**config.mk**
```make
export PLATFORM = sky130hd
export DESIGN_NAME = hsv_frame_receiver
export DESIGN_NICKNAME = d
export VERILOG_FILES = /design/src/rtl/hsv_frame_receiver.sv
export SDC_FILE = /design/constraint.sdc
export NUM_CORES = 1
export LEC_CHECK = 0
export CAP_MARGIN = 40
export CELL_PAD_IN_SITES_DETAIL_PLACEMENT = 0
export CELL_PAD_IN_SITES_GLOBAL_PLACEMENT = 1
export CORE_AREA = 5 5 322 324
export DETAILED_ROUTE_END_ITERATION = 10
export DIE_AREA = 0 0 327 329
export PLACE_DENSITY_LB_ADDON = 0.3
export SYNTH_ARGS = -nofsm -noshare
export SYNTH_HDL_FRONTEND = slang
export SYNTH_SLANG_ARGS = --single-unit
```
**constraint.sdc**
```tcl
create_clock -name fpga_clk -period 4.5 [get_ports fpga_clk]
set_input_delay 0.45 -clock fpga_clk [delete_from_list [all_inputs] [get_ports fpga_clk]]
set_output_delay 0.45 -clock fpga_clk [all_outputs]
set_load 0.01 [all_outputs]
```
**src/rtl/hsv_frame_receiver.sv**
```systemverilog
// HSV serial pixel receiver: synchronises the Pi bit clock/data and thresholds each pixel into a LENGTH x WIDTH hand mask.
// Optional trailing frame checksum is enabled by the FRAME_CHECKSUM_EN macro.
module hsv_frame_receiver #(
  parameter int LENGTH         = 28,
  parameter int WIDTH          = 28,
  parameter int CH_BITS        = 8,
  parameter int SYNC_STAGES    = 2,
  parameter int TIMEOUT_CYCLES = 50000
) (
  input  logic                      fpga_clk,
  input  logic                      rst_n,
  input  logic                      pi_clk,
  input  logic                      data_in,
  input  logic [CH_BITS-1:0]        min_hue,
  input  logic [CH_BITS-1:0]        max_hue,
  input  logic [CH_BITS-1:0]        min_sat,
  input  logic [CH_BITS-1:0]        min_val,
  input  logic                      frame_ack,
  output logic [LENGTH*WIDTH-1:0]   mask,
  output logic                      frame_valid,
  output logic                      overrun,
  output logic                      timeout,
`ifdef FRAME_CHECKSUM_EN
  output logic                      csum_err,
`endif
  output logic                      busy
);

  localparam int PIX_BITS = 3 * CH_BITS;
  localparam int CNT_MAX  = (PIX_BITS > 8) ? PIX_BITS : 8;
  localparam int CNT_W    = $clog2(CNT_MAX);
  localparam int ROW_W    = $clog2((LENGTH > 1) ? LENGTH : 2);
  localparam int COL_W    = $clog2((WIDTH > 1) ? WIDTH : 2);
  localparam int IDX_W    = $clog2((LENGTH * WIDTH > 1) ? LENGTH * WIDTH : 2);
  localparam int TO_W     = $clog2(TIMEOUT_CYCLES + 1);

  typedef enum logic [1:0] {
    S_IDLE,
    S_RECV,
`ifdef FRAME_CHECKSUM_EN
    S_CSUM,
`endif
    S_DONE
  } state_t;

  state_t                    r_state, w_state_nxt;
  logic [SYNC_STAGES-1:0]    r_pi_sync, r_dat_sync;
  logic                      r_pi_prev;
  logic [PIX_BITS-2:0]       r_shift;
  logic [CNT_W-1:0]          r_bit_cnt;
  logic [ROW_W-1:0]          r_row;
  logic [COL_W-1:0]          r_col;
  logic [TO_W-1:0]           r_to_cnt;
  logic [LENGTH*WIDTH-1:0]   r_mask;
  logic                      r_overrun, r_timeout;
`ifdef FRAME_CHECKSUM_EN
  logic [6:0]                r_csum_sh;
  logic [7:0]                r_sum;
  logic                      r_csum_err;
`endif

  logic                      w_pi, w_dat, w_strobe, w_busy, w_to_hit;
  logic                      w_last_bit, w_last_pix, w_hand;
  logic [PIX_BITS-1:0]       w_pix;
  logic [CH_BITS-1:0]        w_h, w_s, w_v;
  logic [IDX_W-1:0]          w_idx;

  assign w_pi     = r_pi_sync[SYNC_STAGES-1];
  assign w_dat    = r_dat_sync[SYNC_STAGES-1];
  assign w_strobe = w_pi & ~r_pi_prev;
`ifdef FRAME_CHECKSUM_EN
  assign w_busy   = (r_state == S_RECV) || (r_state == S_CSUM);
`else
  assign w_busy   = (r_state == S_RECV);
`endif
  assign w_to_hit = w_busy && !w_strobe && (r_to_cnt == TO_W'(TIMEOUT_CYCLES - 1));

  // The final bit is classified straight off the synchroniser so the write lands on the strobe edge.
  assign w_pix      = {w_dat, r_shift};
  assign w_h        = w_pix[CH_BITS-1:0];
  assign w_s        = w_pix[2*CH_BITS-1:CH_BITS];
  assign w_v        = w_pix[3*CH_BITS-1:2*CH_BITS];
  assign w_hand     = (w_h >= min_hue) && (w_h <= max_hue) && (w_s >= min_sat) && (w_v >= min_val);
  assign w_last_bit = (r_bit_cnt == CNT_W'(PIX_BITS - 1));
  assign w_last_pix = (r_row == ROW_W'(LENGTH - 1)) && (r_col == COL_W'(WIDTH - 1));
  assign w_idx      = IDX_W'(32'(r_row) * WIDTH + 32'(r_col));

  assign mask        = r_mask;
  assign frame_valid = (r_state == S_DONE);
  assign overrun     = r_overrun;
  assign timeout     = r_timeout;
  assign busy        = w_busy;
`ifdef FRAME_CHECKSUM_EN
  assign csum_err    = r_csum_err;
`endif

  always_comb begin
    w_state_nxt = r_state;
    case (r_state)
      S_IDLE: if (w_strobe) w_state_nxt = S_RECV;
      S_RECV: begin
        if (w_strobe && w_last_bit && w_last_pix) begin
`ifdef FRAME_CHECKSUM_EN
          w_state_nxt = S_CSUM;
`else
          w_state_nxt = S_DONE;
`endif
        end else if (w_to_hit) begin
          w_state_nxt = S_IDLE;
        end
      end
`ifdef FRAME_CHECKSUM_EN
      S_CSUM: begin
        if (w_strobe && r_bit_cnt == CNT_W'(7)) w_state_nxt = S_DONE;
        else if (w_to_hit)                      w_state_nxt = S_IDLE;
      end
`endif
      S_DONE: if (frame_ack) w_state_nxt = S_IDLE;
      default: w_state_nxt = S_IDLE;
    endcase
  end

  always_ff @(posedge fpga_clk or negedge rst_n) begin
    if (!rst_n) r_state <= S_IDLE;
    else        r_state <= w_state_nxt;
  end

  always_ff @(posedge fpga_clk or negedge rst_n) begin
    if (!rst_n) begin
      r_pi_sync  <= '0;
      r_dat_sync <= '0;
      r_pi_prev  <= 1'b0;
      r_shift    <= '0;
      r_bit_cnt  <= '0;
      r_row      <= '0;
      r_col      <= '0;
      r_to_cnt   <= '0;
      r_mask     <= '0;
      r_overrun  <= 1'b0;
      r_timeout  <= 1'b0;
`ifdef FRAME_CHECKSUM_EN
      r_csum_sh  <= '0;
      r_sum      <= '0;
      r_csum_err <= 1'b0;
`endif
    end else begin
      r_pi_sync  <= {r_pi_sync[SYNC_STAGES-2:0], pi_clk};
      r_dat_sync <= {r_dat_sync[SYNC_STAGES-2:0], data_in};
      r_pi_prev  <= w_pi;
      r_timeout  <= w_to_hit;
      r_to_cnt   <= (w_busy && !w_strobe && !w_to_hit) ? r_to_cnt + 1'b1 : '0;

      if (w_to_hit) begin
        // Stale mask bits are left in place; the next frame overwrites them.
        r_bit_cnt <= '0;
        r_row     <= '0;
        r_col     <= '0;
`ifdef FRAME_CHECKSUM_EN
        r_sum     <= '0;
`endif
      end else begin
        case (r_state)
          S_IDLE, S_RECV: begin
            if (w_strobe) begin
              if (w_last_bit) begin
                r_mask[w_idx] <= w_hand;
                r_bit_cnt     <= '0;
`ifdef FRAME_CHECKSUM_EN
                r_sum         <= r_sum + 8'(w_h) + 8'(w_s) + 8'(w_v);
`endif
                if (w_last_pix) begin
                  r_row <= '0;
                  r_col <= '0;
                end else if (r_col == COL_W'(WIDTH - 1)) begin
                  r_col <= '0;
                  r_row <= r_row + 1'b1;
                end else begin
                  r_col <= r_col + 1'b1;
                end
              end else begin
                r_shift[r_bit_cnt] <= w_dat;
                r_bit_cnt          <= r_bit_cnt + 1'b1;
              end
            end
          end
`ifdef FRAME_CHECKSUM_EN
          S_CSUM: begin
            if (w_strobe) begin
              if (r_bit_cnt == CNT_W'(7)) begin
                r_csum_err <= ({w_dat, r_csum_sh} != r_sum);
                r_bit_cnt  <= '0;
              end else begin
                r_csum_sh[r_bit_cnt[2:0]] <= w_dat;
                r_bit_cnt                 <= r_bit_cnt + 1'b1;
              end
            end
          end
`endif
          S_DONE: begin
            // Ack wins over a coincident strobe: the bit is dropped without flagging overrun.
            if (frame_ack) begin
              r_overrun <= 1'b0;
              r_bit_cnt <= '0;
              r_row     <= '0;
              r_col     <= '0;
`ifdef FRAME_CHECKSUM_EN
              r_sum      <= '0;
              r_csum_err <= 1'b0;
`endif
            end else if (w_strobe) begin
              r_overrun <= 1'b1;
            end
          end
          default: ;
        endcase
      end
    end
  end

endmodule

```
==> flow_summary.json, run 1 <==
{
  "io-pin-count": 825,
  "synth_most_common_cell": "dfrtp_1",
  "ir_worst_vdd_mv": 0.342,
  "grt_pass1_wl_mm": 209,
  "synth_top_area_cell": "dfrtp_1",
  "cts_buffer_depth": 3,
  "critPathBufInv": 0,
  "swShare_pct": 23.6,
  "timing.final.crit_share_pct": 94.0,
  "grt_setup_unrepaired": "no",
  "hp-class": "input pin to register",
  "synth-edff-count": 0,
  "grt_max_degree": 125,
  "place_congestion": 0.824,
  "mappedNetlistArea_mm2": 0.0366,
  "postCtsSetupBuffers": 0,
  "synth_cells": 3445,
  "synth_area_leaders": "dfrtp_1, o31ai_1, o21ai_0",
  "numPortBuffers": 824,
  "cts_buffers": 94,
  "path_cells": "fa_1 -> ha_1 -> ha_1 -> xor2_2 -> or3_1 -> nor2_2 -> nand2_1 -> o21ai_0 -> o31ai_1",
  "placed_area_mm2": 0.0464,
  "routed_wl_mm": 145,
  "critPathKind": "register to register",
  "vias": 30200,
  "crit_path_start_kind": "register",
  "outcome": "complete, no violations",
  "syn-num-nets": 3542,
  "dieArea_mm2": 0.108,
  "ys_types": 59,
  "yosys_register_bits": 847,
  "min_period_ps": 4230,
  "async_reset_ff_share_pct": 100,
  "nets": 4201,
  "tritoncts": "done",
  "dp_hpwl_mm": 103,
  "power_frac_clock_pct": 47.9,
  "area_growth_pct": 35.8,
  "skew_ps": 23.9,
  "worst_slew_pin_slew_ps": 924,
  "path_max_fanout": 12,
  "setup_viol": 0,
  "end_kind": "register",
  "power.switching_mw": 4.00,
  "clockRootBuffer": "clkbuf_16",
  "p_seq_share_pct": 46.5,
  "met3_length_mm": 11.2,
  "slowest_stage": "nor2_2",
  "ant_nets": 0,
  "cts.sinks": 847,
  "cpMostUsedCell": "ha_1",
  "placementRows": 117,
  "route.detailed.drc": 0,
  "finalNonFillerCells": 5488,
  "combPwrFrac_pct": 5.6,
  "wl_per_cell_um": 26.4,
  "p_int_mw": 13.0,
  "crit_family": "simple AND/OR/NAND/NOR gates",
  "core_area_mm2": 0.101,
  "slew_headroom_pct": 38.4,
  "whs_ps": 217,
  "synth_ff_type": "dfrtp_1",
  "synthTopCellsByCount": "dfrtp_1, o21ai_0, o31ai_1",
  "leakage_nw": 16.9,
  "tns_ps": 0,
  "seq_area_frac_synth_pct": 57.9,
  "finalHoldViolCount": 0,
  "critPathRequiredTime_ps": 5040,
  "stdcell_area_mm2": 0.0497,
  "critPathArrivalTime_ps": 4770,
  "grtUsageTotal_pct": 26.0,
  "drv_slew": 0,
  "viasPerCell": 5.50,
  "placedCellCount": 5316,
  "start_util_pct": 36.3,
  "drive_gt1_share_pct": 8.88,
  "cap_violations": 0,
  "wl_met2_mm": 67.0,
  "overflow": 0,
  "clk_latency_ps": 680,
  "cp_slowest_stage_delay_ps": 600,
  "synth_top_area_share_pct": 57.9,
  "yosys_warnings": 0,
  "firstDrtPassIters": 8,
  "grt_pass1_vias": 29000,
  "power_density_mw_per_mm2": 341,
  "htree_levels": 3,
  "pre_cts_slack_ps": -84.0,
  "antenna_found_initial": 0,
  "setup_ws_ps": 271,
  "die_width_um": 327,
  "clock.fmax_mhz": 236,
  "fp.dieH_um": 329,
  "route.top_layer_used": "met4",
  "m1WireLength_mm": 61.0,
  "clkTransAtPathRegs_ps": 60,
  "dr.first_iter.drc_count": 2418,
  "syn_avg_cell_area_um2": 10.6
}
[final cells by class]
class / count / area [um^2]
diodes: 1 / 2.50
clock buffers: 130 / 2740
clock inverters: 40 / 532
fillers: 9083 / 51200
inverters: 54 / 203
multi-input cells: 2167 / 13800
flip-flops and latches: 847 / 21200
well taps: 1309 / 1640
repair buffers: 940 / 9600
[sequential cells by signal, summed over array words and instances, names as in the netlist]
register / flops
r_pi_prev: 1
r_col: 5
r_bit_cnt: 5
mask: 784
timeout: 1
r_dat_sync: 2
r_row: 5
r_state: 2
r_shift: 23
overrun: 1
r_pi_sync: 2
r_to_cnt: 16
[stage by stage]
stage	util [%]	power [mW]
after detailed placement	46.0	8.98
final	49.3	17.0
after CTS	49.3	17.2
after global routing	49.3	17.6
after floorplan	-	8.51
after global placement	46.0	8.96
[repair_timing]
item / CTS / global route
hold endpoints to repair: 74 / 0
resized for setup: 1 / 3
hold buffers: 1 / 0
pin swaps: 0 / 0
setup endpoints to repair: 1 / 82
[power groups by stage]
| stage | Clock (mW) | Combinational, mW | Sequential [mW] |
|---|---|---|---|
| 2_1_floorplan | 0 | 0.530 | 7.98 |
| 3_3_place_gp | 0 | 0.937 | 8.02 |
| 3_5_place_dp | 0 | 0.955 | 8.03 |
| 4_1_cts | 8.31 | 0.961 | 7.89 |
| 5_1_grt | 8.59 | 1.08 | 7.90 |
| 6_report | 8.13 | 0.945 | 7.89 |
[routing by layer]
metal	global-route usage, %	vias up
met5	0	-
met4	8.98	0
met3	7.66	194
met2	41.3	987
met1	34.2	14800
li1	-	14200
[worst register-to-register path, cell delays in order (launching register included)]
cell and delay (ps):
dfrtp_1 560, fa_1 490, ha_1 310, ha_1 390
xor2_2 290, or3_1 560, nor2_2 600, nand2_1 510
o21ai_0 310, o31ai_1 100
[cell usage in the layout (no fill, tap or decap), types with 5 or more instances in the layout]
cell	Yosys	layout
a211oi_1	6	5
a21o_1	10	10
a21oi_1	19	18
and2_1	5	5
and3_1	6	6
buf_12	0	37
buf_4	0	76
bufinv_16	0	10
clkbuf_1	300	12
clkbuf_16	0	95
clkbuf_8	0	23
clkdlybuf4s50_1	0	823
clkinv_2	0	19
dfrtp_1	847	847
fa_1	6	6
ha_1	54	54
inv_1	54	54
mux2_2	23	23
nand2_1	197	197
nand2b_1	16	16
nand3_1	39	38
nand3b_1	5	5
nand4_1	8	8
nor2_1	86	75
nor2_2	0	7
nor2b_1	6	6
nor3_1	13	13
nor4_1	5	5
o21ai_0	767	766
o21ai_1	39	39
o31ai_1	748	748
o31ai_2	39	39
xnor2_1	10	10
xor2_1	13	12
[worst paths after layout]
kind                         startpoint             to  slack, ps  cells after the start
min in group asynchronous         rst_n      mask[690]        380                      2
min                             data_in  r_dat_sync[0]        220                      1
max reg2reg                    r_row[2]      mask[305]        270                      9
min reg2reg                r_pi_sync[0]   r_pi_sync[1]        350                      0
max in group asynchronous         rst_n      mask[374]       2840                      3
max                            r_row[2]      mask[305]        270                      9
[cell families (layout without fill, tap and decap cells)]
kind of cell / after synthesis / count (layout) / synth area share, %
DFF: 847 / 847 / 57.9
xor gates and xnor gates: 23 / 23 / 0.550
adders and majority gates: 60 / 60 / 2.17
buffers and inverters: 431 / 1164 / 4.73
muxes: 23 / 23 / 0.707
and+or+nand+nor: 410 / 410 / 5.12
other: 0 / 1 / 0
AOI/OAI and AO/OA: 1651 / 1651 / 28.8
Note: power is estimated with default switching activity, not from simulation.
==> inputs of run 2 (changes only) <==
- CORE_AREA: 5 5 322 324 -> 2 2 319 321
- DIE_AREA: 0 0 327 329 -> 0 0 321 323
==> flow_summary.json, run 2 (synthesis gave the netlist of run 1 again) <==
{
  "wl_per_cell_um": 26.0,
  "drv_slew": 0,
  "outcome": "complete, no violations",
  "dieArea_mm2": 0.104,
  "dp_hpwl_mm": 99.6,
  "timing.final.crit_share_pct": 93.9,
  "slowest_stage": "nor2_4",
  "cts_buffers": 95,
  "leakage_nw": 16.8,
  "cpMostUsedCell": "fa_1",
  "area_growth_pct": 35.1,
  "grt_pass1_wl_mm": 205,
  "cts.sinks": 847,
  "firstDrtPassIters": 5,
  "htree_levels": 3,
  "place_congestion": 0.828,
  "path_max_fanout": 96,
  "nets": 4182,
  "critPathBufInv": 1,
  "skew_ps": 35.7,
  "io-pin-count": 825,
  "clockRootBuffer": "clkbuf_16",
  "antenna_found_initial": 0,
  "finalNonFillerCells": 5472,
  "ant_nets": 0,
  "numPortBuffers": 824,
  "clkTransAtPathRegs_ps": 60,
  "largest_reg_flops": 784,
  "tns_ps": 0,
  "core_area_mm2": 0.101,
  "tritoncts": "done",
  "cp_slowest_stage_delay_ps": 640,
  "grt_pass1_vias": 28400,
  "crit_family": "simple AND/OR/NAND/NOR gates",
  "overflow": 0,
  "ir_worst_vdd_mv": 0.293,
  "critPathRequiredTime_ps": 5080,
  "min_period_ps": 4220,
  "pre_cts_slack_ps": 160,
  "postCtsSetupBuffers": 0,
  "fp.dieH_um": 323,
  "route.detailed.drc": 0,
  "hp-class": "input pin to register",
  "clock.fmax_mhz": 237,
  "final_common_cell": "dfrtp_1",
  "start_util_pct": 36.4,
  "grt_max_degree": 138,
  "critPathKind": "register to register",
  "worst_slew_pin_slew_ps": 889,
  "die_width_um": 321,
  "drive_gt1_share_pct": 8.46,
  "mostFrequentLayoutCells": "dfrtp_1, clkdlybuf4s50_1, o21ai_0",
  "critPathArrivalTime_ps": 4800,
  "placedCellCount": 5296,
  "vias": 30000,
  "routed_wl_mm": 142,
  "whs_ps": 231,
  "power_density_mw_per_mm2": 342,
  "setup_ws_ps": 277,
  "path_cells": "fa_1 -> ha_1 -> fa_1 -> xnor2_1 -> or3_1 -> nand3_1 -> nor4_1 -> nor2_4 -> buf_12 -> o21ai_0 -> o31ai_1",
  "dr.first_iter.drc_count": 2551,
  "cts_buffer_depth": 3,
  "finalPower_mw": 16.9,
  "clk_latency_ps": 690,
  "finalHoldViolCount": 0,
  "end_kind": "register",
  "viasPerCell": 5.49,
  "cap_violations": 0,
  "placementRows": 117,
  "grtUsageTotal_pct": 26.6,
  "r2r_setup_slack_ps": 280,
  "slew_headroom_pct": 40.7,
  "setup_viol": 0,
  "crit_path_start_kind": "register",
  "grt_setup_unrepaired": "yes"
}
-- run 2: cell count changes in the layout (fill, tap and decap cells not counted), sizes merged --
cell	change
buf	-20
bufinv	-3
clkbuf	+2
clkinv	+2
clkinvlp	+1
inv	+2
-- run 2: area by class of cell --
class	count	area (um^2)
inverters	54	203
multi-input cells	2167	13800
clock buffers	132	2770
clock inverters	42	499
repair buffers	920	9370
flip-flops and latches	847	21200
well taps	1309	1640
diodes	1	2.50
fillers	9199	51200
-- run 2: worst paths after layout --
path	start	endpoint	cells past startpoint
min in group asynchronous	rst_n	mask[513]	2
max in group asynchronous	rst_n	mask[725]	3
worst max-delay path	r_row[2]	mask[472]	11
worst min register to register	r_pi_sync[0]	r_pi_sync[1]	0
worst min-delay path	pi_clk	r_pi_sync[0]	1
worst max register to register	r_row[2]	mask[472]	11
-- run 2: metal layers --
layer	vias to the layer above	wire (um)	global-route usage (%)
met2	949	66600	42.7
met4	0	4960	8.72
met3	199	10200	7.51
met5	-	0	0
met1	14700	60300	34.8
li1	14100	-	-
-- run 2: what timing repair did --
item                                   in CTS  in global routing
setup endpoints to repair                   0                117
hold buffers                                1                  0
resized for setup                           0                  3
endpoints found under the hold margin      70                  0
-- run 2: per-stage QoR --
step / utilization (%) / area (um^2)
floorplan: - / 36600
finish: 49.1 / 49500
global placement: 45.8 / 46200
detailed placement: 45.8 / 46200
global route: 49.1 / 49500
CTS: 49.1 / 49400
-- run 2: power breakdown --
group	switching (mW)	internal, mW
Combinational	0.569	0.355
Sequential	0.131	7.75
Clock	3.37	4.73
Total	4.07	12.8
